[src/rtl/param_ram.sv]
// param_ram: single-port synchronous RAM with byte enables and a
// hardware init sweep. Its read path has an optional output register.
`timescale 1ns/1ps
module param_ram #(
  parameter int                 DATA_W   = 8,
  parameter int                 ADDR_W   = 4,
  parameter int                 OUT_REG  = 0,
  parameter logic [DATA_W-1:0]  INIT_VAL = '0
) (
  input  logic                CLK,
  input  logic                RST_N,
  input  logic                REQ,
  input  logic                WR,
  input  logic [ADDR_W-1:0]   ADDRESS,
  input  logic [DATA_W/8-1:0] BE,
  input  logic [DATA_W-1:0]   DATA_IN,
  input  logic                CLR,
  output logic                READY,
  output logic [DATA_W-1:0]   DATA_OUT,
  output logic                VALID
);

  localparam int DEPTH = 1 << ADDR_W;
  localparam int NB    = DATA_W / 8;

  typedef enum logic {INIT, RUN} state_e;

  state_e              state_q;
  logic [ADDR_W-1:0]   cnt_q;
  logic                ready_q;
  logic [DATA_W-1:0]   mem [DEPTH];

  logic                rd_v_q;
  logic [DATA_W-1:0]   rd_d_q;
  logic                last_v;
  logic [DATA_W-1:0]   last_d;
  logic                valid_q;
  logic [DATA_W-1:0]   dout_q;

  logic accept;
  logic wr_acc;
  logic rd_acc;

  assign accept = REQ & ready_q & ~CLR;
  assign wr_acc = accept & WR;
  assign rd_acc = accept & ~WR;

  always_ff @(posedge CLK or negedge RST_N) begin
    if (!RST_N) begin
      state_q <= INIT;
      cnt_q   <= '0;
      ready_q <= 1'b0;
    end else begin
      unique case (state_q)
        INIT: begin
          if (&cnt_q) begin
            state_q <= RUN;
            ready_q <= 1'b1;
          end else begin
            cnt_q <= cnt_q + 1'b1;
          end
        end
        RUN: begin
          if (CLR) begin
            state_q <= INIT;
            cnt_q   <= '0;
            ready_q <= 1'b0;
          end
        end
        default: state_q <= INIT;
      endcase
    end
  end

  // Storage has no reset; the sweep is what gives it a known value.
  always_ff @(posedge CLK) begin
    if (state_q == INIT) begin
      mem[cnt_q] <= INIT_VAL;
    end else if (wr_acc) begin
      for (int b = 0; b < NB; b++) begin
        if (BE[b]) mem[ADDRESS][8*b +: 8] <= DATA_IN[8*b +: 8];
      end
    end
  end

  always_ff @(posedge CLK or negedge RST_N) begin
    if (!RST_N) begin
      rd_v_q <= 1'b0;
      rd_d_q <= '0;
    end else begin
      rd_v_q <= rd_acc;
      if (rd_acc) rd_d_q <= mem[ADDRESS];
    end
  end

  if (OUT_REG != 0) begin : g_oreg
    logic              p_v_q;
    logic [DATA_W-1:0] p_d_q;

    always_ff @(posedge CLK or negedge RST_N) begin
      if (!RST_N) begin
        p_v_q <= 1'b0;
        p_d_q <= '0;
      end else begin
        p_v_q <= rd_v_q;
        if (rd_v_q) p_d_q <= rd_d_q;
      end
    end

    assign last_v = p_v_q;
    assign last_d = p_d_q;
  end else begin : g_noreg
    assign last_v = rd_v_q;
    assign last_d = rd_d_q;
  end

  always_ff @(posedge CLK or negedge RST_N) begin
    if (!RST_N) begin
      valid_q <= 1'b0;
      dout_q  <= '0;
    end else begin
      valid_q <= last_v;
      if (last_v) dout_q <= last_d;
    end
  end

  assign READY    = ready_q;
  assign VALID    = valid_q;
  assign DATA_OUT = dout_q;

endmodule

[config.mk]
export PLATFORM = sky130hd
export DESIGN_NAME = param_ram
export DESIGN_NICKNAME = d
export VERILOG_FILES = /design/src/rtl/param_ram.sv
export SDC_FILE = /design/constraint.sdc
export NUM_CORES = 1
export LEC_CHECK = 0
export CAP_MARGIN = 20
export CORE_MARGIN = 2
export CORE_UTILIZATION = 45
export CTS_CLUSTER_SIZE = 16
export DETAILED_ROUTE_END_ITERATION = 7
export DONT_BUFFER_PORTS = 1
export GPL_TIMING_DRIVEN = 0
export PLACE_DENSITY = 0.61
export SYNTH_ARGS = -nofsm -noshare
export SYNTH_HDL_FRONTEND = slang
export SYNTH_SLANG_ARGS = --single-unit
[constraint.sdc]
create_clock -name CLK -period 2.5 [get_ports CLK]
set_input_delay 0.5 -clock CLK [delete_from_list [all_inputs] [get_ports CLK]]
set_output_delay 0.5 -clock CLK [all_outputs]
set_load 0.005 [all_outputs]
Word level (Yosys, flattened, before mapping) --
Memory sizes are Yosys's and may differ from the RTL's. A register that Yosys moved wholly into a read port is not among the register bits. Cells that the tools add are included.
Word-level totals: register bits after elaboration 16, memory bits (writable) 128, input port bits 18, output and inout port bits 10, word-level logic and storage cells 40, memories 1
Memory list:
- mem | depth 16, width 8, rd ports 1, clocked after Yosys merged registers in 1, wr ports 1, RTL line 31 | logic [DATA_W-1:0] mem [DEPTH];
Cells by class: $add $sub $neg 1, equality and inequality tests 3, mux-type cells 17, bitwise gates (word level) 7, reduce and logical (&&, ||, !) cells 5
Operator list (count):
- $mux 4 | 3
- $mux 1 | 10
- $mux 8 | 1
- $pmux 4 s2 | 1
- $reduce_or 8->1 | 1
- $ne 2x2->1 const B | 3
- $add 4x1->4 const B | 1
- $and 1x1->1 | 4
- $pmux 1 s2 | 2
- $reduce_and 2->1 | 2
- $reduce_and 4->1 | 1
- $not 1->1 | 3
- $logic_not 1->1 | 1

Depth between registers and ports, before layout --
Gate-level depths: netlist of run 1.
word-level depth 8, mapped depth 8

Worst setup path after synthesis of run 1 --
No wires, ideal clock.
kind input-to-reg, start point in BE, end point mem mem[13][0], enable pin, library setup time 0.370 ns, arrival 1.978 ns, required time 2.130 ns, setup slack 0.152 ns, cell stages on the path 5, cell sequence nand3_1 > nor4b_2 > clkbuf_1 > a31oi_1 > nor2_1
On the way: word-level cells in the longest chain between the ends 6, elaborated cells on any way between the ends 7
Ends and longest elaborated chain:
- from (decl) | RTL line 15 | input logic [DATA_W/8-1:0] BE,
- $mux 1 * | RTL line 81 | if (BE[b]) mem[ADDRESS][8*b +: 8] <= DATA_IN[8*b +: 8];
- $mux 1 * | RTL line 79 | end else if (wr_acc) begin
- $mux 1 * | RTL line 77 | if (state_q == INIT) begin
- $mux 1 (not written as such) * | RTL line 81
- $reduce_or 8->1 (no source line)
- $mux 4 (no source line) / $mux 1 (equally long branches)
- to (decl) | RTL line 31
Mark *: on every way between the ends. The rest lies on a longest branch, timed or not.

Final worst setup path of run 1 --
start point reg state_q, end point mem mem[1][7], enable pin
On the way: word-level cells in the longest chain between the ends 4, elaborated cells on any way between the ends 6
Ends and longest elaborated chain:
- from (decl) | RTL line 28 | state_e state_q;
- from (signal assigned) | RTL line 50 | state_q <= INIT;
- from (signal assigned) | RTL line 57 | state_q <= RUN;
- from (signal assigned) | RTL line 65 | state_q <= INIT;
- $mux 1 | RTL line 77
- $mux 1 (not written as such) | RTL line 81
- $reduce_or 8->1 (no source line)
- $mux 4 (no source line) / $mux 1 (equally long branches)
Parallel ways exist; a longest one is shown, timed or not.

==> reports/results.tsv, run 1 <==
stage	metric	value	unit
cells_and_area	postLayoutCoreUtil	0.529	
critical_path	cp_num_cells	5	
logic_synthesis	syn_inst	329	
timing	period_share	0.968	
grt	grt_max_degree	25	
logic_synthesis	synthSimpleGateAreaFrac	0.0631	
power_and_ir_drop	peakVddDrop	0.504	mV
grt	grt_pass1_wl	18800	microns
drt	dr.pass1.iters	4	
critical_path	rr_startpoint	state_q	
cts	tritoncts	built	
cts	clk_latency	430	ps
logic_synthesis	yosysWarningCount	0	
timing	hold_violations	0	
cts	cts_max_level	4	
floorplan	dieArea	14400	sq um
drt	drc	0	
power_and_ir_drop	power_density	991	nW/um^2
logic_synthesis	ys_seq_area_frac	0.732	
logic_synthesis	synth_top_family_by_area	multiplexers	
placement	portBuffers	0	
logic_synthesis	syn_nets	348	
power_and_ir_drop	fin_total_pwr	6.91	mW
timing	period_minus_slack	2420	ps
job	maxCapViolations	0	
grt	grt_overflow	0	
critical_path	crit_start	state_q	
timing	setup_slack	79.9	ps
timing	setup_violations	0	
cells_and_area	seq_area	4440	sq um
critical_path	critical_path.top_delay_family	simple AND/OR/NAND/NOR gates	
logic_synthesis	synth-edff-count	128	
cells_and_area	stdcell_count	539	
grt	grt_usage	0.186	
logic_synthesis	ys_async_sr_fraction	0.158	
critical_path	critPathLaunchType	register	
drt	wl_per_cell	23.2	microns
cts	cts_buffers	17	
timing	clock.fmax	413	MHz
placement	post-place-ws	-601	ps
timing	worst_slew_pin_slew	866	ps
drt	vias	3057	
logic_synthesis	synth_top_area_share	0.633	
floorplan	ios	28	
drt	routed_wl	12500	microns
floorplan	rows	42	
timing	setup_tns	0	ps
logic_synthesis	synth_compound_area_frac	0.0291	
critical_path	critPathKind	register to register	
placement	dp.cells	505	
cells_and_area	design_area	6980	sq um
critical_path	reg2reg_depth	5	
logic_synthesis	syn_area	6070	sq um
critical_path	reg2reg_to	mem[1][7]	
grt	grt_pass1_vias	3224	
drt	drt_first_iter_violations	178	
logic_synthesis	yosysTopAreaCell	edfxtp_1	
cells_and_area	syn_to_final_growth	15.0	%
cts	clk_path_buf_depth	2	
timing	maxSlewViolCount	0	
critical_path	cp.arrival	2540	ps
logic_synthesis	synth_mux_area_frac	0.153	
floorplan	die_x	120	microns
critical_path	crit_end	mem[1][7]	
logic_synthesis	synth_area_per_cell	18.4	sq um
critical_path	cpPeakStageDelay	640	ps
logic_synthesis	synth.most_common_cell	edfxtp_1	
timing	skew	9.14	ps
critical_path	path_buf_inv	1	
cts	clk_pin_slew	60	ps
critical_path	worstPathRequired	2620	ps
cells_and_area	final_layout_size_suffix_gt1_frac	0.275	
critical_path	crit_chain	nand3_1 -> nor4b_4 -> buf_4 -> mux2i_1 -> nor2_2	
timing	relSlewSlack	0.423	
timing	whs	168	ps
logic_synthesis	yosysUniqueCellTypes	38	
cells_and_area	diodes	0	
cts	root_buffer	clkbuf_16	
power_and_ir_drop	power.leakage	2.50	nW
drt	via_per_inst	5.67	
cells_and_area	fillers	1049	
placement	dp_hpwl	8110	microns
drt	drt.antenna.violating_nets	0	
critical_path	critPathSlowestCell	mux2i_1	
timing	rsz0062_at_grt	true	
floorplan	coreArea	13200	sq um
floorplan	die_height	120	microns
critical_path	crit_path_end_kind	register	
cells_and_area	multi_input_area	1600	sq um
cts	clock-sinks	152	
worst_hold_path	min_path_type	input pin to register	
logic_synthesis	synthXorXnorAreaFrac	0.00289	
critical_path	regToRegSetupSlack	80	ps
logic_synthesis	synth_top_flop_cell	edfxtp_1	
placement	globalplace.congestion	0.766	
logic_synthesis	ys_ff_latch	152	
cells_and_area	final_nets	370	
logic_synthesis	synthAdderAreaFrac	0.00206	
grt	antenna_found_initial	0	
critical_path	critPathMaxFanout	8	
logic_synthesis	netlist_top_cells_count	128 x edfxtp_1, 30 x mux4_2, 24 x dfrtp_1, 19 x nor2_1, 13 x mux2i_1	
floorplan	initial_utilization	0.460	
placement	placed_cell_area	6290	sq um
logic_synthesis	synth_area_leaders	edfxtp_1 63%, mux4_2 11%, dfrtp_1 9.9%	
outcome	status	complete, no violations	
repair_timing:
action | CTS | global route
pin swaps | 0 | 1
endpoints found under the setup margin | 224 | 128
resized for setup | 17 | 8
endpoints found under the hold margin | 24 | 0
hold buffers | 1 | 0
buffers inserted | 0 | 1
how the worst min path moves through the flow:
stage / startpoint / to / depth (start not counted)
after detailed placement: RST_N / cnt_q[0] / 0
after global routing: CLR / cnt_q[0] / 1
final: CLR / cnt_q[0] / 1
after CTS: CLR / cnt_q[0] / 1
after global placement: RST_N / cnt_q[0] / 0
after floorplan: RST_N / DATA_OUT[0] / 0
final cells by class:
| class | instances | share of cell area |
|---|---|---|
| clock buffers | 17 | 0.0610 |
| repair buffers | 3 | 0.00466 |
| multi-input cells | 155 | 0.229 |
| plain buffers | 17 | 0.0120 |
| clock inverters | 14 | 0.0217 |
| flip-flops and latches | 152 | 0.637 |
| well taps | 176 | 0.0316 |
| inverters | 5 | 0.00341 |
flip-flops by register name (all words and copies together), names as in the netlist:
register	cells
mem	128
last_v	1
READY	1
VALID	1
state_q	1
cnt_q	4
DATA_OUT	8
last_d	8
cells in the final DEF (no fill, tap or decap), types with 3 or more instances in the layout:
cell	count
nand2b_1	3
clkbuf_16	17
a31oi_1	9
edfxtp_1	128
o21ai_0	3
mux4_2	30
nor2_1	4
mux2_2	11
nand2_1	12
nor2_4	4
nor2_2	11
mux2i_1	12
clkinvlp_4	6
nor2b_1	6
inv_1	3
dfrtp_1	24
and2_1	9
clkbuf_1	10
o211ai_1	7
nand3_1	5
and3_1	8
metal layers:
layer  global-route usage  vias to the layer above  part of all wire
li1                     -                     1353                 -
met2                0.276                       92              0.47
met4               0.0824                        0             0.023
met5                    0                        -                 0
met3               0.0523                       18             0.064
met1                0.257                     1594              0.45
logic make-up (layout without fill, tap and decap cells):
kind of cell               after synthesis  count (layout)
AOI/OAI and AO/OA                       26              26
DFF                                    152             152
muxes                                   54              54
xor gates and xnor gates                 2               2
buffers and inverters                   22              56
adders and majority gates                1               1
and+or+nand+nor                         72              72
report_power, final:
part | switching (mW) | internal (mW)
clock | 1.03 | 1.47
sequential | 0.164 | 3.17
combinational | 0.719 | 0.362
Power figures use the tool's default switching activity.
==> run 2: changes to the inputs <==
--- a/config.mk
+++ b/config.mk
@@ -7,12 +7,12 @@
 export LEC_CHECK = 0
 export CAP_MARGIN = 20
 export CORE_MARGIN = 2
-export CORE_UTILIZATION = 45
+export CORE_UTILIZATION = 55
 export CTS_CLUSTER_SIZE = 16
 export DETAILED_ROUTE_END_ITERATION = 7
 export DONT_BUFFER_PORTS = 1
 export GPL_TIMING_DRIVEN = 0
-export PLACE_DENSITY = 0.61
+export PLACE_DENSITY = 0.71
 export SYNTH_ARGS = -nofsm -noshare
 export SYNTH_HDL_FRONTEND = slang
 export SYNTH_SLANG_ARGS = --single-unit
==> run 2 against run 1 <==
Net effect:
- sequential cell count unchanged
- critical endpoint is now mem[14][1]
- clock power up 8.8%
- clock-buffer cell count unchanged
- sequential share of layout area down 0.58 points
- final cell count down 6.3%
- non-clock buffer count up 1
- sequential power about the same
- highest routed layer unchanged
- largest cell class unchanged
==> reports/results.tsv, run 2 (synthesized netlist as in run 1, its figures left out) <==
stage	metric	value	unit	change
grt	grt_usage	0.224		+0.0382
critical_path	critPathLaunchType	register		
job	maxCapViolations	0		unchanged
cts	clk_pin_slew	70	ps	about the same
floorplan	die_x	109	microns	-9.2%
grt	grt_overflow	0		unchanged
placement	dp.cells	469		-7.1%
drt	drt.antenna.violating_nets	0		unchanged
cts	cts_buffers	17		unchanged
cells_and_area	seq_area	4440	sq um	unchanged
placement	portBuffers	0		unchanged
timing	period_minus_slack	2390	ps	-30.9 ps
power_and_ir_drop	p_seq_frac	0.465		-0.018
drt	routed_wl	12300	microns	-1.5%
cells_and_area	fillers	745		-29%
cells_and_area	final_common_cell	edfxtp_1		
power_and_ir_drop	p_switching	1.92	mW	+0.39%
floorplan	initial_utilization	0.562		+0.102
critical_path	crit_chain	nand3_1 -> nor4b_4 -> buf_4 -> clkbuf_2 -> a31oi_2 -> nor2_4		
critical_path	critPathSlowestCell	dfrtp_1		
floorplan	die_height	109	microns	-9.2%
cells_and_area	largest_register_ffs	128		unchanged
worst_hold_path	whs_endpoint	cnt_q[0]		
cts	clock-sinks	152		unchanged
critical_path	regToRegSetupSlack	110	ps	+30 ps
cells_and_area	multi_input_area	1620	sq um	+1.8%
power_and_ir_drop	p_clk_frac	0.378		+0.017
critical_path	cp.arrival	2580	ps	+40 ps
cells_and_area	syn_to_final_growth	16.0	%	
critical_path	critical_path.top_delay_family	simple AND/OR/NAND/NOR gates		
grt	grt_max_degree	25		unchanged
timing	skew	12.6	ps	+3.48 ps
cts	tritoncts	built		
cts	root_buffer	clkbuf_8		
timing	period_share	0.956		-0.0124
worst_hold_path	holdPathStages	1		unchanged
critical_path	reg2reg_depth	6		+1
cells_and_area	stdcell_count	505		-6.3%
grt	grt_pass1_wl	18300	microns	-2.7%
floorplan	dieArea	11900	sq um	-18%
critical_path	cpPeakStageDelay	460	ps	-180 ps
cells_and_area	design_area	7040	sq um	+0.91%
power_and_ir_drop	power.internal	5.29	mW	+5.7%
power_and_ir_drop	power.leakage	2.55	nW	+1.7%
floorplan	rows	38		-9.5%
drt	dr.pass1.iters	5		+1
timing	clock.fmax	419	MHz	+1.3%
power_and_ir_drop	peakVddDrop	0.608	mV	+21%
floorplan	ios	28		unchanged
cells_and_area	diodes	0		unchanged
critical_path	crit_path_end_kind	register		
cts	clk_latency	530	ps	+100 ps
drt	via_per_inst	6.27		+11%
power_and_ir_drop	power_density	1020	nW/um^2	+3.3%
critical_path	worstPathRequired	2690	ps	+70 ps
critical_path	critPathKind	register to register		
timing	relSlewSlack	0.409		-0.0140
timing	whs	52.7	ps	-116 ps
timing	worst_slew_pin_slew	887	ps	+21.0 ps
drt	drt_first_iter_violations	367		+110%
outcome	status	complete, no violations		
critical_path	reg2reg_to	mem[14][1]		
timing	setup_violations	0		unchanged
worst_hold_path	min_path_type	input pin to register		
power_and_ir_drop	p_comb_frac	0.157		about the same
floorplan	coreArea	10800	sq um	-18%
cells_and_area	largest_register	mem		
critical_path	critPathMaxFanout	10		+2
timing	rsz0062_at_grt	false		
cts	cts_max_level	4		unchanged
cells_and_area	final_nets	371		+0.27%
power_and_ir_drop	fin_total_pwr	7.20	mW	+4.2%
critical_path	rr_startpoint	state_q		
drt	drc	0		unchanged
cells_and_area	final_layout_size_suffix_gt1_frac	0.282		+0.00671
worst_hold_path	min-delay-start	CLR		
placement	dp_hpwl	7760	microns	-4.3%
grt	antenna_found_initial	0		unchanged
drt	wl_per_cell	24.4	microns	+5.1%
cts	clk_path_buf_depth	2		unchanged
drt	vias	3168		+3.6%
timing	maxSlewViolCount	0		unchanged
critical_path	path_buf_inv	2		+1
timing	hold_violations	0		unchanged
grt	grt_pass1_vias	3148		-2.4%
placement	globalplace.congestion	0.798		+4.1%
placement	placed_cell_area	6240	sq um	-0.72%
cells_and_area	final_cell_mix	128 x edfxtp_1, 30 x mux4_2, 24 x dfrtp_1		
power_and_ir_drop	netSwitchingFraction	0.266		-0.0101
run 2: cell types whose count changed in the layout (fill, tap and decap cells not counted), sizes merged:
cell	delta
buf	+1
clkinvlp	-2
bufinv	+3
run 2: how the worst max path moves through the flow:
| stage | startpoint | to | cells after the start |
|---|---|---|---|
| 3_3_place_gp | BE | mem[14][1] | 5 |
| 4_1_cts | state_q | mem[14][1] | 5 |
| 3_5_place_dp | BE | mem[12][3] | 5 |
| 2_1_floorplan | BE | mem[13][0] | 5 |
| 6_report | state_q | mem[14][1] | 6 |
| 5_1_grt | state_q | mem[14][1] | 6 |
run 2: repair_timing:
item                                    CTS  global route
setup buffers                             1             1
endpoints found under the setup margin  256           100
resized for setup                        29             0
gates cloned                              0             0
pin swaps                                 1             1
hold endpoints to repair                 24             0
hold buffers                              1             0
run 2: area by class of cell:
class	instances	area share
clock inverters	15	0.0318
repair buffers	4	0.00746
plain buffers	17	0.0117
well taps	140	0.0249
clock buffers	17	0.0588
flip-flops and latches	152	0.631
multi-input cells	155	0.231
inverters	5	0.00338
run 2: power groups by stage:
stage	Clock (mW)	Sequential (mW)	Combinational [mW]
after floorplan	0	3.33	0.699
after global placement	0	3.37	0.913
after detailed placement	0	3.40	0.942
after CTS	2.74	3.35	1.13
after global routing	2.84	3.39	1.23
final	2.72	3.35	1.13
run 2: stage by stage:
stage / TNS [ps] / setup slack [ps] / util
finish: 0 / 111 / 0.652
global route: 0 / 55.3 / 0.652
CTS: 0 / 41.7 / 0.650
detailed placement: -66960 / -625 / 0.578
global placement: -47870 / -459 / 0.578
floorplan: 0 / 152 / -
run 2: routing by layer:
layer | share of wire | track usage | up-vias | wire [microns]
met2 | 0.47 | 0.334 | 151 | 5820
met5 | 0 | 0 | - | 0
met4 | 0.028 | 0.0934 | 0 | 348
li1 | - | - | 1359 | -
met3 | 0.078 | 0.0634 | 32 | 959
met1 | 0.42 | 0.312 | 1626 | 5180
==> run 3: changes to the inputs <==
--- a/config.mk
+++ b/config.mk
@@ -8,6 +8,7 @@
 export CAP_MARGIN = 20
 export CORE_MARGIN = 2
 export CORE_UTILIZATION = 55
+export CTS_CLUSTER_DIAMETER = 30
 export CTS_CLUSTER_SIZE = 16
 export DETAILED_ROUTE_END_ITERATION = 7
 export DONT_BUFFER_PORTS = 1
==> results of run 3 <==
Final layout, timing and power as in run 2 (identical DEF).
